### src/rtl/h14tx_data_island_packer.sv
// HDMI 1.4 TX data-island packer: buffers one packet and serialises it,
// with BCH parity, onto the 4-bit TMDS channel payloads over a 32-cycle slot.
package h14tx_pkg;
    typedef enum logic [2:0] {
        PER_CONTROL,
        PER_VIDEO_PREAMBLE,
        PER_VIDEO_GUARD,
        PER_VIDEO_ACTIVE,
        PER_DATA_ISLAND_PREAMBLE,
        PER_DATA_ISLAND_GUARD,
        PER_DATA_ISLAND_ACTIVE
    } period_t;

    typedef logic [3:0] data_t;
endpackage

module h14tx_data_island_packer
    import h14tx_pkg::*;
(
    input  logic                         clk,
    input  logic                         rst,
    input  period_t                      i_period,
    input  logic                         i_hsync,
    input  logic                         i_vsync,
    h14tx_data_island_packer_if.slave    pkt,
    output data_t [2:0]                  o_data
);

    localparam logic [4:0] HDR_BITS = 5'd24;
    localparam logic [4:0] SP_PAIRS = 5'd28;

    function automatic logic [7:0] f_bch(
        input logic [7:0] ecc,
        input logic       b
    );
        return (ecc >> 1) ^ (((ecc[0] ^ b) == 1'b1) ? 8'h83 : 8'h00);
    endfunction

    logic               r_full;
    logic [23:0]        r_hdr;
    logic [223:0]       r_body;
    logic [4:0]         r_cnt;
    logic [23:0]        r_act_hdr;
    logic [223:0]       r_act_body;
    logic [7:0]         r_hecc;
    logic [3:0][7:0]    r_secc;

    logic               w_dia;
    logic               w_on;
    logic               w_slot0;
    logic               w_ready;
    logic               w_xfer;
    logic [23:0]        w_cur_hdr;
    logic [223:0]       w_cur_body;
    logic               w_hdr_bit;
    logic               w_hout;
    logic [7:0]         w_hecc_base;
    logic [7:0]         w_hecc_nxt;
    logic [3:0][55:0]   w_sp;
    logic [3:0]         w_even;
    logic [3:0]         w_odd;
    logic [3:0][7:0]    w_secc_base;
    logic [3:0][7:0]    w_secc_nxt;
    logic [3:0]         w_d1;
    logic [3:0]         w_d2;

    assign w_dia   = (i_period == PER_DATA_ISLAND_ACTIVE);
    assign w_on    = w_dia & ~rst;
    assign w_slot0 = w_dia && (r_cnt == 5'd0);
    assign w_ready = !r_full || w_slot0;
    assign w_xfer  = pkt.pkt_valid && w_ready;

    assign pkt.pkt_ready = w_ready;

    // Slot start reads the buffer directly so cycle 0 has no extra latency.
    always_comb begin
        w_cur_hdr  = r_act_hdr;
        w_cur_body = r_act_body;
        if (r_cnt == 5'd0) begin
            w_cur_hdr  = r_full ? r_hdr  : 24'h0;
            w_cur_body = r_full ? r_body : 224'h0;
        end
    end

    assign w_hdr_bit   = w_cur_hdr[r_cnt];
    assign w_hecc_base = (r_cnt == 5'd0) ? 8'h00 : r_hecc;
    assign w_hecc_nxt  = f_bch(w_hecc_base, w_hdr_bit);
    assign w_hout      = (r_cnt < HDR_BITS) ? w_hdr_bit
                                            : r_hecc[r_cnt[2:0]];

    always_comb begin
        w_sp        = '0;
        w_even      = '0;
        w_odd       = '0;
        w_secc_base = '0;
        w_secc_nxt  = '0;
        w_d1        = '0;
        w_d2        = '0;
        for (int k = 0; k < 4; k++) begin
            w_sp[k]        = w_cur_body[56*k +: 56];
            w_even[k]      = w_sp[k][{r_cnt, 1'b0}];
            w_odd[k]       = w_sp[k][{r_cnt, 1'b1}];
            w_secc_base[k] = (r_cnt == 5'd0) ? 8'h00 : r_secc[k];
            w_secc_nxt[k]  = f_bch(f_bch(w_secc_base[k], w_even[k]),
                                   w_odd[k]);
            if (r_cnt < SP_PAIRS) begin
                w_d1[k] = w_even[k];
                w_d2[k] = w_odd[k];
            end else begin
                w_d1[k] = r_secc[k][{r_cnt[1:0], 1'b0}];
                w_d2[k] = r_secc[k][{r_cnt[1:0], 1'b1}];
            end
        end
    end

    always_comb begin
        o_data[0] = {w_on & (r_cnt != 5'd0), w_on & w_hout,
                     i_vsync, i_hsync};
        o_data[1] = w_on ? w_d1 : 4'h0;
        o_data[2] = w_on ? w_d2 : 4'h0;
    end

    // A load in the consume cycle keeps the buffer full with the new packet.
    always_ff @(posedge clk or posedge rst) begin
        if (rst) begin
            r_full <= 1'b0;
            r_hdr  <= '0;
            r_body <= '0;
        end else if (w_xfer) begin
            r_full <= 1'b1;
            r_hdr  <= pkt.pkt_header;
            r_body <= pkt.pkt_body;
        end else if (w_slot0) begin
            r_full <= 1'b0;
        end
    end

    always_ff @(posedge clk or posedge rst) begin
        if (rst) begin
            r_cnt <= '0;
        end else if (w_dia) begin
            r_cnt <= r_cnt + 5'd1;
        end else begin
            r_cnt <= '0;
        end
    end

    always_ff @(posedge clk or posedge rst) begin
        if (rst) begin
            r_act_hdr  <= '0;
            r_act_body <= '0;
        end else if (w_slot0) begin
            r_act_hdr  <= w_cur_hdr;
            r_act_body <= w_cur_body;
        end
    end

    always_ff @(posedge clk or posedge rst) begin
        if (rst) begin
            r_hecc <= '0;
        end else if (w_dia && (r_cnt < HDR_BITS)) begin
            r_hecc <= w_hecc_nxt;
        end
    end

    always_ff @(posedge clk or posedge rst) begin
        if (rst) begin
            r_secc <= '0;
        end else if (w_dia && (r_cnt < SP_PAIRS)) begin
            r_secc <= w_secc_nxt;
        end
    end

endmodule

### src/rtl/h14tx_data_island_packer_if.sv
// Packet handshake between the InfoFrame/packet source and the data-island packer.
// One packet = 24-bit header plus four 56-bit subpackets.
interface h14tx_data_island_packer_if;
    logic         pkt_valid;
    logic         pkt_ready;
    logic [23:0]  pkt_header;
    logic [223:0] pkt_body;

    modport master (
        output pkt_valid,
        output pkt_header,
        output pkt_body,
        input  pkt_ready
    );

    modport slave (
        input  pkt_valid,
        input  pkt_header,
        input  pkt_body,
        output pkt_ready
    );
endinterface

### src/flat_wrapper.sv
// flat-port wrapper written by rule: the top's interface ports become plain ports
module h14tx_data_island_packer_flat import h14tx_pkg::*;
  (clk, rst, i_period, i_hsync, i_vsync, o_data, pkt_pkt_valid, pkt_pkt_header, pkt_pkt_body, pkt_pkt_ready);
  h14tx_data_island_packer_if pkt_i ();
  input  logic clk;
  input  logic rst;
  input  period_t i_period;
  input  logic i_hsync;
  input  logic i_vsync;
  output data_t [2:0] o_data;
  input wire logic [$bits(pkt_i.pkt_valid)-1:0] pkt_pkt_valid;
  input wire logic [$bits(pkt_i.pkt_header)-1:0] pkt_pkt_header;
  input wire logic [$bits(pkt_i.pkt_body)-1:0] pkt_pkt_body;
  output wire logic [$bits(pkt_i.pkt_ready)-1:0] pkt_pkt_ready;
  assign pkt_i.pkt_valid = pkt_pkt_valid;
  assign pkt_i.pkt_header = pkt_pkt_header;
  assign pkt_i.pkt_body = pkt_pkt_body;
  assign pkt_pkt_ready = pkt_i.pkt_ready;
  h14tx_data_island_packer u_core (.clk(clk), .rst(rst), .i_period(i_period), .i_hsync(i_hsync), .i_vsync(i_vsync), .pkt(pkt_i), .o_data(o_data));
endmodule
### config.mk
export PLATFORM = sky130hd
export DESIGN_NAME = h14tx_data_island_packer_flat
export DESIGN_NICKNAME = d
export VERILOG_FILES = /design/src/rtl/h14tx_data_island_packer.sv /design/src/rtl/h14tx_data_island_packer_if.sv /design/src/flat_wrapper.sv
export SDC_FILE = /design/constraint.sdc
export NUM_CORES = 1
export LEC_CHECK = 0
export BUFFER_PORTS_ARGS = -buffer_cell sky130_fd_sc_hd__buf_2
export CORE_UTILIZATION = 52
export CTS_CLUSTER_DIAMETER = 120
export DETAILED_ROUTE_END_ITERATION = 10
export MAX_ROUTING_LAYER = met4
export PLACE_DENSITY = 0.74
export SYNTH_ARGS = -nofsm -noshare
export SYNTH_HDL_FRONTEND = slang
export SYNTH_SLANG_ARGS = --single-unit
### constraint.sdc
create_clock -name clk -period 19 [get_ports clk]
set_input_delay 2.85 -clock clk [delete_from_list [all_inputs] [get_ports clk]]
set_output_delay 2.85 -clock clk [all_outputs]
set_load 0.1 [all_outputs]
* Word level (Yosys, flattened, before mapping)
Cells that the tools add are included.
W data, S select, Z words.
** Word-level totals
- Word-level logic and storage cells :: 120
- Flip-flop bits (word level) :: 542
- Input port bits :: 256
** Cells by class
- Muxes and demuxes :: 68
- Equal/unequal tests :: 1
- Order comparisons :: 8
- $add $sub $neg :: 1
- Bitwise logic cells :: 22
- Reductions and logical operators :: 9
** Operator list (count)
- $mux W224 :: 2
- $mux W8 :: 14
- $xor A7 B8 Y8 :: 9
- $mux W24 :: 2
- $bmux W1 S5 :: 9
- $mux W1 :: 29
- $bmux W1 S2 :: 8
- $lt A6 B7 Y1 const B :: 2
- $lt A3 B4 Y1 const B :: 3
- $lt A5 B5 Y1 const B :: 2
- $xor A1 B1 Y1 :: 9
- $mux W4 :: 2
- $lt A5 B6 Y1 const B :: 1
- $add A5 B1 Y5 const B :: 1
- $logic_not A5 Y1 :: 1
- $mux W5 :: 1
- $reduce_bool A5 Y1 :: 1
- $logic_and A1 B1 Y1 :: 4
- $and A1 B1 Y1 :: 3
- $bmux W1 S3 :: 1
- $eq A3 B3 Y1 const B :: 1
- $reduce_bool A2 Y1 :: 1
- $logic_not A1 Y1 :: 1
- $logic_or A1 B1 Y1 :: 1
- $not A1 Y1 :: 1

* Depth between registers and ports, before layout
- Depth after elaboration :: 10
- Depth in mapped cells :: 18
- Depth with buffers taken out :: 11

* Least setup slack after synthesis
Ideal clock, no wire load.
- Path kind :: in2out
- Start point :: input port rst
- End point :: output port o_data[11] in the netlist's numbering
- Arrival :: 15.915 ns
- Buffers on the path :: 1
- Cell stages on the path :: 4
- Path slack :: 0.235 ns
- Cells stage by stage :: inv_1 -> nand2b_1 -> buf_1 -> a21oi_1
** RTL lines
- start: declaration :: line flat_wrapper.sv:6 : input logic rst;
- end: declaration :: line flat_wrapper.sv:10 : output data_t [2:0] o_data;

==> out/metrics.cfg <==
[run_status]
outcome=completed

[critical_path]
max_stage_delay_ns=0.75
crit_slowest_cell=or4b_4
cp_num_buf_inv=3
worstPathArrival_ns=5.48
path_depth=12
startpoint=u_core.r_cnt[0]
cp_data_required_time_ns=16.15
critPathMaxFanout=168
r2r_end=u_core.r_act_body[158]
reg2reg_depth=10
rr_startpoint=u_core.r_cnt[2]
endpoint=o_data[10]
crit_type=register to output port
cpLargestDelayFamily=simple AND/OR/NAND/NOR gates
endpoint_kind=output port
path_cells=inv_1, ha_1, or4b_4, buf_12, nor3_1, a311o_1, nor4_1, o311ai_0, o31a_1, a21oi_1, nor2_1, buf_2
cp-start-kind=register
r2r_slack_ns=13.21

[logic_synthesis]
synth.area.top_cells=dfrtp_1 (53%), mux2_2 (12%), nand2_1 (8.9%)
syn_inst=2516
syn_nets=2774
seq_area_frac_synth=0.527
synth_top_area_cell=dfrtp_1
ys_warn_count=0
synthFlopType=dfrtp_1
syn_area_per_cell_sq_um=10.2
synth-async-reset-ratio=1.00
yosysUniqueCellTypes=82
synth_edf_count=0
ys_ff_latch=542
syn_area_sq_um=25700
synth_top_area_share=0.527

[clock_tree]
cts_hold_buf=0
cts.repair.resized=0
cts_setup_buffers=0
cts_inserted_buffers=56
root_buffer=clkbuf_16
insertion_delay_ns=0.61
cts_tree=built
htreeDepth=2
cts_max_path_buffers=3
cts.sinks=542
clkTransAtPathRegs_ns=0.06

[die]
rows=81
die_h_um=225
pin_count=269
dieArea_sq_um=50400
fp.dieW_um=225
core_region_area_sq_um=48800
initial_core_util=0.527

[drt]
vias_per_cell=5.85
wl_um=69200
avgRoutedWirePerCell_um=20.5
route.detailed.drc=0
drtIter0Drc=1982
first_pass_iters=6
antenna_left=0
dr_total_vias=19758

[finish]
finalNetCount=2925
drive_gt1_frac=0.265
area_growth_pct=12.6
finalCoreUtilization=0.594
stdcell_count=3375

[placement]
portBuffers=264
gp_congestion=0.881
dp_hpwl_um=45700
dpl_worst_slack_ns=11.20
dp.cells=3273

[timing]
hold_viol_final=0
fin_crit_ns=8.33
fmax_mhz=120
fin_ws_ns=10.67
slew_headroom=0.198
rsz0062_at_grt=false
worst_slew_pin_slew_ns=1.20
slew_viol_final=0
skew_ns=0.0175
setup_violations=0
final.period_utilization=0.438
finalSetupTns_ns=0

[hold_path]
hp-class=register to register

[global_route]
grt_first_pass_wirelength_um=110000
grt_max_degree=169
track_usage=0.288
globalRoute.totalOverflow=0
grt_pass1_vias=19994
antenna_found_initial=1

[power]
irDropWorstVdd_v=0.0000657
power-per-cell-area_nw_per_um2=119
leakagePower_nw=13.5

[run]
cap_violations=0

==> worst register-to-register path, cell delays in order (launching register included) <==
cell     delay [ns]
dfrtp_2        0.72
buf_4          0.50
inv_1          0.38
buf_4          0.36
nor2_1         0.70
nor2_1         0.08
buf_4          0.26
nand2_4        0.40
buf_4          0.76
buf_4          1.06
o21ai_0        0.38
==> kinds of logic after synthesis <==
logic type               after synthesis  share of synthesized area
AO/OA/AOI/OAI                        380                     0.0946
multiplexers                         349                      0.161
adder cells (fa/ha/maj)                2                   0.000972
AND/OR/NAND/NOR                      972                      0.160
XOR/XNOR                              36                     0.0139
flip-flops                           542                      0.527
buffers and inverters                235                     0.0419
==> cell usage in the layout (no fill, tap or decap), drive strengths merged, types with 6 or more instances in the layout <==
cell	netlist	routed
o22ai	15	15
clkinv	0	8
clkbuf	111	87
o211ai	20	20
o21ai	166	166
xnor2	23	23
buf	95	299
inv	29	29
dfrtp	542	542
a31oi	20	20
o311ai	6	6
nand3	203	203
mux2	282	282
xor2	12	12
nand2	614	614
a2111oi	7	7
and2	15	15
mux2i	43	43
nor3	11	11
a211oi	22	22
nor4	7	7
a21oi	60	60
mux4	24	24
nor2	81	81
o31ai	13	13
==> flip-flops by register name, indices dropped and copies added, names as in the netlist <==
signal and flops:
u_core.r_act_body 224, u_core.r_act_hdr 24, u_core.r_body 224, u_core.r_cnt 5, u_core.r_full 1, u_core.r_hdr 24
u_core.r_hecc 8, u_core.r_secc 32
==> cell usage after synthesis (4+ instances only) <==
cell type,number
nor2b_1,4
o22ai_1,14
nand4b_1,4
xor2_1,10
buf_1,15
mux2i_1,43
mux4_2,24
a31oi_1,19
buf_6,12
buf_4,9
dfrtp_1,542
o2111ai_1,5
a2111oi_0,6
and2_1,15
a21oi_1,60
o21ai_0,160
nor4_1,7
nor2_1,81
xnor2_1,21
or2_2,5
o221ai_1,5
a211oi_1,22
nand3_1,203
a311oi_1,5
nand4_1,4
inv_1,29
nand2_1,613
o311ai_0,4
o211ai_1,20
nand3b_1,5
buf_2,59
nand2b_1,5
nor3_1,11
o21ai_1,4
clkbuf_1,111
o31ai_1,13
mux2_2,277
==> final cells by class <==
cell class,instances,area [sq um]
clock inverters,14,111
clock buffers,87,1640
well taps,664,831
multi-input cells,1739,11100
diodes,1,2.50
fillers,4100,19800
repair buffers,299,1600
flip-flops and latches,542,13600
inverters,29,116
==> per-stage QoR <==
step                cell area (sq um)  total power (W)  hold WS [ns]
floorplan                       25700          0.00218         0.430
global placement                27300          0.00236         0.445
detailed placement              27300          0.00241         0.454
CTS                             29000          0.00347         0.468
global route                    29000          0.00363         0.481
finish                          29000          0.00346         0.470
==> report_power, final <==
part	total (W)	internal, W	switching (W)
Sequential	0.00170	0.00148	0.000227
Clock	0.00105	0.000604	0.000451
Combinational	0.000697	0.000340	0.000356
==> how the worst min path moves through the flow <==
stage | endpoint | cells after the start | startpoint | slack (ns)
2_1_floorplan | u_core.r_act_body[102] | 2 | u_core.r_act_body[102] | 0.43
3_3_place_gp | u_core.r_act_body[82] | 2 | u_core.r_act_body[82] | 0.45
3_5_place_dp | u_core.r_act_body[215] | 2 | u_core.r_act_body[215] | 0.45
4_1_cts | u_core.r_act_body[114] | 2 | u_core.r_act_body[114] | 0.47
5_1_grt | u_core.r_act_body[49] | 2 | u_core.r_act_body[49] | 0.48
6_report | u_core.r_act_body[118] | 2 | u_core.r_act_body[118] | 0.47
==> metal layers <==
metal	GRT usage	up-vias	share of wire	wire, um
met3	0.0507	196	0.076	5240
met4	0.123	0	0.041	2810
li1	-	9001	-	-
met2	0.444	808	0.47	32700
met5	-	-	0	0
met1	0.377	9753	0.41	28400
(Power assumes the default switching activity.)
